$ cat src/rtl/id_ex_hazard_if.sv
// ID/EX bus: ID-stage operands/control in, EX-stage copies and hazard stalls out.
// master = pipeline/ID side, slave = id_ex_hazard_reg.
interface id_ex_hazard_if #(
  parameter int unsigned XLEN       = 32,
  parameter int unsigned REG_ADDR_W = 5,
  parameter int unsigned ALU_OP_W   = 4
);
  localparam int unsigned CTRL_W = 6 + ALU_OP_W;

  logic                  hold_i;
  logic                  flush_i;
  logic                  id_valid_i;
  logic [XLEN-1:0]       id_pc_i;
  logic [REG_ADDR_W-1:0] id_rs1_addr_i;
  logic [REG_ADDR_W-1:0] id_rs2_addr_i;
  logic                  id_uses_rs1_i;
  logic                  id_uses_rs2_i;
  logic [REG_ADDR_W-1:0] id_rd_addr_i;
  logic [XLEN-1:0]       id_rs1_data_i;
  logic [XLEN-1:0]       id_rs2_data_i;
  logic [XLEN-1:0]       id_imm_i;
  logic [CTRL_W-1:0]     id_ctrl_i;
  logic                  id_alusrc_i;

  logic                  ex_valid_o;
  logic [XLEN-1:0]       ex_pc_o;
  logic [REG_ADDR_W-1:0] ex_rs1_addr_o;
  logic [REG_ADDR_W-1:0] ex_rs2_addr_o;
  logic [REG_ADDR_W-1:0] ex_rd_addr_o;
  logic [XLEN-1:0]       ex_rs1_data_o;
  logic [XLEN-1:0]       ex_rs2_data_o;
  logic [XLEN-1:0]       ex_imm_o;
  logic [CTRL_W-1:0]     ex_ctrl_o;
  logic                  ex_alusrc_o;
  logic                  stall_o;
  logic                  load_use_o;

  modport master (
    output hold_i, flush_i, id_valid_i, id_pc_i, id_rs1_addr_i, id_rs2_addr_i,
           id_uses_rs1_i, id_uses_rs2_i, id_rd_addr_i, id_rs1_data_i, id_rs2_data_i,
           id_imm_i, id_ctrl_i, id_alusrc_i,
    input  ex_valid_o, ex_pc_o, ex_rs1_addr_o, ex_rs2_addr_o, ex_rd_addr_o,
           ex_rs1_data_o, ex_rs2_data_o, ex_imm_o, ex_ctrl_o, ex_alusrc_o,
           stall_o, load_use_o
  );

  modport slave (
    input  hold_i, flush_i, id_valid_i, id_pc_i, id_rs1_addr_i, id_rs2_addr_i,
           id_uses_rs1_i, id_uses_rs2_i, id_rd_addr_i, id_rs1_data_i, id_rs2_data_i,
           id_imm_i, id_ctrl_i, id_alusrc_i,
    output ex_valid_o, ex_pc_o, ex_rs1_addr_o, ex_rs2_addr_o, ex_rd_addr_o,
           ex_rs1_data_o, ex_rs2_data_o, ex_imm_o, ex_ctrl_o, ex_alusrc_o,
           stall_o, load_use_o
  );
endinterface

$ cat src/rtl/id_ex_hazard_reg.sv
// ID/EX pipeline register with load-use bubble insertion and hold/flush handling.
// Optional load-use bubble counter (lu_bubble_cnt_o) when ID_EX_PERF_CNT_EN is defined.
module id_ex_hazard_reg #(
  parameter int unsigned XLEN       = 32,
  parameter int unsigned REG_ADDR_W = 5,
  parameter int unsigned ALU_OP_W   = 4
) (
  input  logic          clk,
  input  logic          rst_n,
  id_ex_hazard_if.slave bus
`ifdef ID_EX_PERF_CNT_EN
  ,
  output logic [31:0]   lu_bubble_cnt_o
`endif
);
  localparam int unsigned CTRL_W       = 6 + ALU_OP_W;
  localparam int unsigned REGWRITE_BIT = ALU_OP_W + 5;
  localparam int unsigned MEMREAD_BIT  = ALU_OP_W + 4;
  // RegWrite, MemRead, MemWrite, Branch, Jump; MemtoReg and alu_op are selects, not enables
  localparam logic [CTRL_W-1:0] EN_MASK = CTRL_W'(6'b111011) << ALU_OP_W;

  logic                  valid_q,    valid_d;
  logic [XLEN-1:0]       pc_q,       pc_d;
  logic [REG_ADDR_W-1:0] rs1_q,      rs1_d;
  logic [REG_ADDR_W-1:0] rs2_q,      rs2_d;
  logic [REG_ADDR_W-1:0] rd_q,       rd_d;
  logic [XLEN-1:0]       d1_q,       d1_d;
  logic [XLEN-1:0]       d2_q,       d2_d;
  logic [XLEN-1:0]       imm_q,      imm_d;
  logic [CTRL_W-1:0]     ctrl_q,     ctrl_d;
  logic                  alusrc_q,   alusrc_d;
  logic                  flush_pend_q, flush_pend_d;

  logic lu;
  logic flush_eff;
  logic stall_c;
  logic load_use_c;

  // Load-use hazard: ID reads the destination of a real load sitting in EX
  always_comb begin
    lu = 1'b0;
    if (valid_q && ctrl_q[MEMREAD_BIT] && ctrl_q[REGWRITE_BIT] &&
        (rd_q != '0) && bus.id_valid_i) begin
      lu = (bus.id_uses_rs1_i && (bus.id_rs1_addr_i == rd_q)) ||
           (bus.id_uses_rs2_i && (bus.id_rs2_addr_i == rd_q));
    end
    flush_eff  = bus.flush_i | flush_pend_q;
    stall_c    = rst_n & (bus.hold_i | (lu & ~flush_eff));
    load_use_c = rst_n & ~bus.hold_i & lu & ~flush_eff;
  end

  // Next EX contents: hold > flush bubble > load-use bubble > load
  always_comb begin
    valid_d      = valid_q;
    pc_d         = pc_q;
    rs1_d        = rs1_q;
    rs2_d        = rs2_q;
    rd_d         = rd_q;
    d1_d         = d1_q;
    d2_d         = d2_q;
    imm_d        = imm_q;
    ctrl_d       = ctrl_q;
    alusrc_d     = alusrc_q;
    flush_pend_d = flush_pend_q;

    if (bus.hold_i) begin
      if (bus.flush_i) flush_pend_d = 1'b1;
    end else if (flush_eff || lu) begin
      // Zeroed addresses keep forwarding from matching the bubble
      valid_d      = 1'b0;
      rs1_d        = '0;
      rs2_d        = '0;
      rd_d         = '0;
      ctrl_d       = ctrl_q & ~EN_MASK;
      flush_pend_d = 1'b0;
    end else begin
      valid_d  = bus.id_valid_i;
      pc_d     = bus.id_pc_i;
      rs1_d    = bus.id_rs1_addr_i;
      rs2_d    = bus.id_rs2_addr_i;
      rd_d     = bus.id_rd_addr_i;
      d1_d     = bus.id_rs1_data_i;
      d2_d     = bus.id_rs2_data_i;
      imm_d    = bus.id_imm_i;
      ctrl_d   = bus.id_valid_i ? bus.id_ctrl_i : (bus.id_ctrl_i & ~EN_MASK);
      alusrc_d = bus.id_alusrc_i;
    end
  end

  always_ff @(posedge clk or negedge rst_n) begin
    if (!rst_n) begin
      valid_q      <= 1'b0;
      pc_q         <= '0;
      rs1_q        <= '0;
      rs2_q        <= '0;
      rd_q         <= '0;
      d1_q         <= '0;
      d2_q         <= '0;
      imm_q        <= '0;
      ctrl_q       <= '0;
      alusrc_q     <= 1'b0;
      flush_pend_q <= 1'b0;
    end else begin
      valid_q      <= valid_d;
      pc_q         <= pc_d;
      rs1_q        <= rs1_d;
      rs2_q        <= rs2_d;
      rd_q         <= rd_d;
      d1_q         <= d1_d;
      d2_q         <= d2_d;
      imm_q        <= imm_d;
      ctrl_q       <= ctrl_d;
      alusrc_q     <= alusrc_d;
      flush_pend_q <= flush_pend_d;
    end
  end

`ifdef ID_EX_PERF_CNT_EN
  logic [31:0] lu_cnt_q;

  // Wraps naturally; load_use_c is already low while held
  always_ff @(posedge clk or negedge rst_n) begin
    if (!rst_n)          lu_cnt_q <= '0;
    else if (load_use_c) lu_cnt_q <= lu_cnt_q + 32'd1;
  end

  assign lu_bubble_cnt_o = lu_cnt_q;
`endif

  assign bus.ex_valid_o    = valid_q;
  assign bus.ex_pc_o       = pc_q;
  assign bus.ex_rs1_addr_o = rs1_q;
  assign bus.ex_rs2_addr_o = rs2_q;
  assign bus.ex_rd_addr_o  = rd_q;
  assign bus.ex_rs1_data_o = d1_q;
  assign bus.ex_rs2_data_o = d2_q;
  assign bus.ex_imm_o      = imm_q;
  assign bus.ex_ctrl_o     = ctrl_q;
  assign bus.ex_alusrc_o   = alusrc_q;
  assign bus.stall_o       = stall_c;
  assign bus.load_use_o    = load_use_c;
endmodule
$ cat src/flat_wrapper.sv
// flat-port wrapper written by rule: the top's interface ports become plain ports
module id_ex_hazard_reg_flat 
#(
  parameter int unsigned XLEN       = 32,
  parameter int unsigned REG_ADDR_W = 5,
  parameter int unsigned ALU_OP_W   = 4
)
  (clk, rst_n, bus_hold_i, bus_flush_i, bus_id_valid_i, bus_id_pc_i, bus_id_rs1_addr_i, bus_id_rs2_addr_i, bus_id_uses_rs1_i, bus_id_uses_rs2_i, bus_id_rd_addr_i, bus_id_rs1_data_i, bus_id_rs2_data_i, bus_id_imm_i, bus_id_ctrl_i, bus_id_alusrc_i, bus_ex_valid_o, bus_ex_pc_o, bus_ex_rs1_addr_o, bus_ex_rs2_addr_o, bus_ex_rd_addr_o, bus_ex_rs1_data_o, bus_ex_rs2_data_o, bus_ex_imm_o, bus_ex_ctrl_o, bus_ex_alusrc_o, bus_stall_o, bus_load_use_o);
  id_ex_hazard_if #(.XLEN(XLEN), .REG_ADDR_W(REG_ADDR_W), .ALU_OP_W(ALU_OP_W)) bus_i ();
  input  logic clk;
  input  logic rst_n;
  input wire logic [$bits(bus_i.hold_i)-1:0] bus_hold_i;
  input wire logic [$bits(bus_i.flush_i)-1:0] bus_flush_i;
  input wire logic [$bits(bus_i.id_valid_i)-1:0] bus_id_valid_i;
  input wire logic [$bits(bus_i.id_pc_i)-1:0] bus_id_pc_i;
  input wire logic [$bits(bus_i.id_rs1_addr_i)-1:0] bus_id_rs1_addr_i;
  input wire logic [$bits(bus_i.id_rs2_addr_i)-1:0] bus_id_rs2_addr_i;
  input wire logic [$bits(bus_i.id_uses_rs1_i)-1:0] bus_id_uses_rs1_i;
  input wire logic [$bits(bus_i.id_uses_rs2_i)-1:0] bus_id_uses_rs2_i;
  input wire logic [$bits(bus_i.id_rd_addr_i)-1:0] bus_id_rd_addr_i;
  input wire logic [$bits(bus_i.id_rs1_data_i)-1:0] bus_id_rs1_data_i;
  input wire logic [$bits(bus_i.id_rs2_data_i)-1:0] bus_id_rs2_data_i;
  input wire logic [$bits(bus_i.id_imm_i)-1:0] bus_id_imm_i;
  input wire logic [$bits(bus_i.id_ctrl_i)-1:0] bus_id_ctrl_i;
  input wire logic [$bits(bus_i.id_alusrc_i)-1:0] bus_id_alusrc_i;
  output wire logic [$bits(bus_i.ex_valid_o)-1:0] bus_ex_valid_o;
  output wire logic [$bits(bus_i.ex_pc_o)-1:0] bus_ex_pc_o;
  output wire logic [$bits(bus_i.ex_rs1_addr_o)-1:0] bus_ex_rs1_addr_o;
  output wire logic [$bits(bus_i.ex_rs2_addr_o)-1:0] bus_ex_rs2_addr_o;
  output wire logic [$bits(bus_i.ex_rd_addr_o)-1:0] bus_ex_rd_addr_o;
  output wire logic [$bits(bus_i.ex_rs1_data_o)-1:0] bus_ex_rs1_data_o;
  output wire logic [$bits(bus_i.ex_rs2_data_o)-1:0] bus_ex_rs2_data_o;
  output wire logic [$bits(bus_i.ex_imm_o)-1:0] bus_ex_imm_o;
  output wire logic [$bits(bus_i.ex_ctrl_o)-1:0] bus_ex_ctrl_o;
  output wire logic [$bits(bus_i.ex_alusrc_o)-1:0] bus_ex_alusrc_o;
  output wire logic [$bits(bus_i.stall_o)-1:0] bus_stall_o;
  output wire logic [$bits(bus_i.load_use_o)-1:0] bus_load_use_o;
  assign bus_i.hold_i = bus_hold_i;
  assign bus_i.flush_i = bus_flush_i;
  assign bus_i.id_valid_i = bus_id_valid_i;
  assign bus_i.id_pc_i = bus_id_pc_i;
  assign bus_i.id_rs1_addr_i = bus_id_rs1_addr_i;
  assign bus_i.id_rs2_addr_i = bus_id_rs2_addr_i;
  assign bus_i.id_uses_rs1_i = bus_id_uses_rs1_i;
  assign bus_i.id_uses_rs2_i = bus_id_uses_rs2_i;
  assign bus_i.id_rd_addr_i = bus_id_rd_addr_i;
  assign bus_i.id_rs1_data_i = bus_id_rs1_data_i;
  assign bus_i.id_rs2_data_i = bus_id_rs2_data_i;
  assign bus_i.id_imm_i = bus_id_imm_i;
  assign bus_i.id_ctrl_i = bus_id_ctrl_i;
  assign bus_i.id_alusrc_i = bus_id_alusrc_i;
  assign bus_ex_valid_o = bus_i.ex_valid_o;
  assign bus_ex_pc_o = bus_i.ex_pc_o;
  assign bus_ex_rs1_addr_o = bus_i.ex_rs1_addr_o;
  assign bus_ex_rs2_addr_o = bus_i.ex_rs2_addr_o;
  assign bus_ex_rd_addr_o = bus_i.ex_rd_addr_o;
  assign bus_ex_rs1_data_o = bus_i.ex_rs1_data_o;
  assign bus_ex_rs2_data_o = bus_i.ex_rs2_data_o;
  assign bus_ex_imm_o = bus_i.ex_imm_o;
  assign bus_ex_ctrl_o = bus_i.ex_ctrl_o;
  assign bus_ex_alusrc_o = bus_i.ex_alusrc_o;
  assign bus_stall_o = bus_i.stall_o;
  assign bus_load_use_o = bus_i.load_use_o;
  id_ex_hazard_reg #(.XLEN(XLEN), .REG_ADDR_W(REG_ADDR_W), .ALU_OP_W(ALU_OP_W)) u_core (.clk(clk), .rst_n(rst_n), .bus(bus_i));
endmodule
$ cat config.mk
export PLATFORM = sky130hd
export DESIGN_NAME = id_ex_hazard_reg_flat
export DESIGN_NICKNAME = d
export VERILOG_FILES = /design/src/rtl/id_ex_hazard_if.sv /design/src/rtl/id_ex_hazard_reg.sv /design/src/flat_wrapper.sv
export SDC_FILE = /design/constraint.sdc
export NUM_CORES = 1
export LEC_CHECK = 0
export CORE_MARGIN = 5
export CORE_UTILIZATION = 44
export DETAILED_ROUTE_END_ITERATION = 16
export PLACE_DENSITY_LB_ADDON = 0.25
export RECOVER_POWER = 100
export SYNTH_ARGS = -nofsm -noshare
export SYNTH_HDL_FRONTEND = slang
export SYNTH_SLANG_ARGS = --single-unit
$ cat constraint.sdc
create_clock -name clk -period 4.48 [get_ports clk]
set_input_delay 0.672 -clock clk [delete_from_list [all_inputs] [get_ports clk]]
set_output_delay 0.672 -clock clk [all_outputs]
set_load 0.03 [all_outputs]
==> results.cfg <==
[floorplanning]
die_w_um = 132
core_um2 = 14600
die-area_um2 = 17600
io_pins = 318
start_util_pct = 45.1
die_h_um = 132
row_count = 44

[detailed_routing]
drtPass1Iterations = 4
via_count = 4288
ant_nets = 0
drc = 0
viasPerCell = 4.91
totalWireLength_um = 17700
wl_per_cell_um = 20.3
drt_iter0_markers = 158

[status]
status = finished with violations
failed_checks = capacitance limit, slew limit

[logic_synthesis]
avgSynthCellArea_um2 = 18.5
synth_top_area_share_pct = 59.1
synth_nets = 517
seq_area_frac_synth_pct = 59.1
synth_cell_types = 22
synthTopCellsByArea = dfrtp_1 (59%), mux2_4 (29%), buf_12 (4.2%), a22o_1 (2.0%), xnor2_1 (1.3%)
synthCells = 356
syn-cell-area_um2 = 6600
ys_warn_count = 0
synth_top_cell_by_area = dfrtp_1
synth-seq-cells = 156

[global_routing]
grt_pass1_wl_um = 28000
track_usage_pct = 20.6
grt_pass1_vias = 4831
antenna_found_initial = 0
gr-total-overflow = 0
grt_start_max_net_pins = 82

[timing]
fin_crit_ns = 3.41
setup_viol = 0
timing.final.ws_setup_ns = 1.07
worstMarginPinSlew_ns = 1.95
hold_viol = 0
fmax_mhz = 293
tns_ns = 0
layout_worst_path_cycle_share_pct = 76.2
finalClockSkew_ns = 0.00908
rsz0062_at_grt = no
worst_slew_margin_rel_pct = -29.7
drv_slew = 90

[place]
dpl.hpwl_um = 13500
pre_cts_slack_ns = 1.14
dpl_cell_area_um2 = 9750
io_buffer_count = 317
dpl.cell_count = 842
gp_congestion = 0.887

[flow_run]
maxCapViolations = 2

[setup_path]
crit_fanout = 73
endpoint_kind = flop
path_buf_inv = 2
arrival_ns = 3.70
critical_path_class = in -> reg
cpPeakStageDelay_ns = 1.22
critPathTopFamily = compound AO/OA/AOI/OAI gates
required_ns = 4.77
path_cells = dlygate4sd3_1 -> nor3_1 -> a21boi_0 -> buf_12 -> mux2_1
cp_slowest_cell = a21boi_0
startpoint_type = input pin

[finish]
fill_cells = 1139
fin_cells = 874
final_cell_area_um2 = 9840
drive_gt1_share_pct = 6.81
diodes = 0
nets = 838
syn2layout_area_growth_pct = 49.0
mostFrequentLayoutCells = clkdlybuf4s50_1 (158), dlygate4sd3_1 (158), dfrtp_1 (156), mux2_1 (127), clkbuf_16 (17)
final_core_util_pct = 67.2

[power]
ir_drop_mv = 0.276
leakagePower_nw = 4.19
powerDensity_nw_per_um2 = 465

[clock_network]
numCtsBuffers = 17
tritoncts = yes
cts.sinks = 156
cts_setup_buffers = 0
cts_hold_buf = 0
clk_pin_slew_ns = 0.06
cts_max_level = 4
ctsResizeCount = 0
cts_root_buffer = clkbuf_16
clock_tree.buffer_depth = 2
clock_latency_ns = 0.42

[hold_path]
hold_path.class = in -> async
-- cell type report --
class	count	area [um^2]	area share [%]
sequential	156	3900	39.7
timing repair buffer	321	3230	32.8
multi-input combinational	181	1900	19.3
clock buffer	20	457	4.64
tap	184	230	2.34
clock inverter	12	121	1.23
-- synthesized netlist by cell type, drive strengths merged --
master / number
dfrtp: 156
mux2: 134
buf: 17
a22o: 16
xnor2: 10
a32o: 5
nand4: 3
clkbuf: 2
nand2: 2
nor2: 2
nor2b: 2
nor3: 2
a21boi: 1
a21oi: 1
a31oi: 1
and4: 1
o22ai: 1
-- sequential cells by signal (all words and copies together) (netlist names) --
| name | flops |
|---|---|
| u_core.bus.ex_imm_o | 32 |
| u_core.bus.ex_pc_o | 32 |
| u_core.bus.ex_rs1_data_o | 32 |
| u_core.bus.ex_rs2_data_o | 32 |
| u_core.bus.ex_ctrl_o | 10 |
| u_core.bus.ex_rd_addr_o | 5 |
| u_core.bus.ex_rs1_addr_o | 5 |
| u_core.bus.ex_rs2_addr_o | 5 |
| u_core.bus.ex_alusrc_o | 1 |
| u_core.bus.ex_valid_o | 1 |
| u_core.flush_pend_q | 1 |
-- path summary, 6_finish.rpt --
check,start,to,slack [ns],cells past startpoint
setup / recovery,bus_hold_i,u_core.bus.ex_imm_o[25],1.07,5
hold / removal,rst_n,u_core.bus.ex_rs2_data_o[28],0.27,1
setup reg to reg,u_core.bus.ex_rd_addr_o[4],u_core.bus.ex_imm_o[25],1.38,6
hold reg to reg,u_core.bus.ex_rs2_data_o[3],u_core.bus.ex_rs2_data_o[3],0.48,1
max in group asynchronous,rst_n,u_core.bus.ex_imm_o[0],1.83,2
min in group clk,u_core.bus.ex_rs2_data_o[3],u_core.bus.ex_rs2_data_o[3],0.48,1
-- where the power goes --
part	switching (mW)	internal, mW	total (mW)	leakage [nW]
logic	0.794	0.593	1.39	2.04
registers	0.123	1.65	1.78	1.87
clock network	0.564	0.844	1.41	0.281
-- kinds of logic after synthesis --
family | Yosys count | synth area share [%]
AOI/OAI and AO/OA | 25 | 3.43
xor gates and xnor gates | 10 | 1.33
buffers and inverters | 19 | 4.81
DFF | 156 | 59.1
muxes | 134 | 30.2
and+or+nand+nor | 12 | 1.10
-- metal layers --
metal  share of wire, %  vias up  track usage, %
met4                3.1        0            8.37
met5                  0        -               0
li1                   -     1924               -
met2                 48      246            32.4
met1                 39     2080            24.6
met3                 11       38            9.72
-- metrics by stage --
step           power, mW  hold slack, ns
4_1_cts             4.94           0.293
6_report            4.57           0.269
5_1_grt             4.77           0.321
2_1_floorplan       2.74           0.376
3_3_place_gp        3.48           0.488
3_5_place_dp        3.51           0.492
-- worst reg2reg max path: stages, from the launching register on --
cell      delay, ns
dfrtp_1        0.47
xnor2_1        0.18
nand4_1        0.13
o22ai_2        0.12
a21boi_0       1.19
buf_12         0.43
mux2_1         0.46
(Power assumes the default switching activity.)
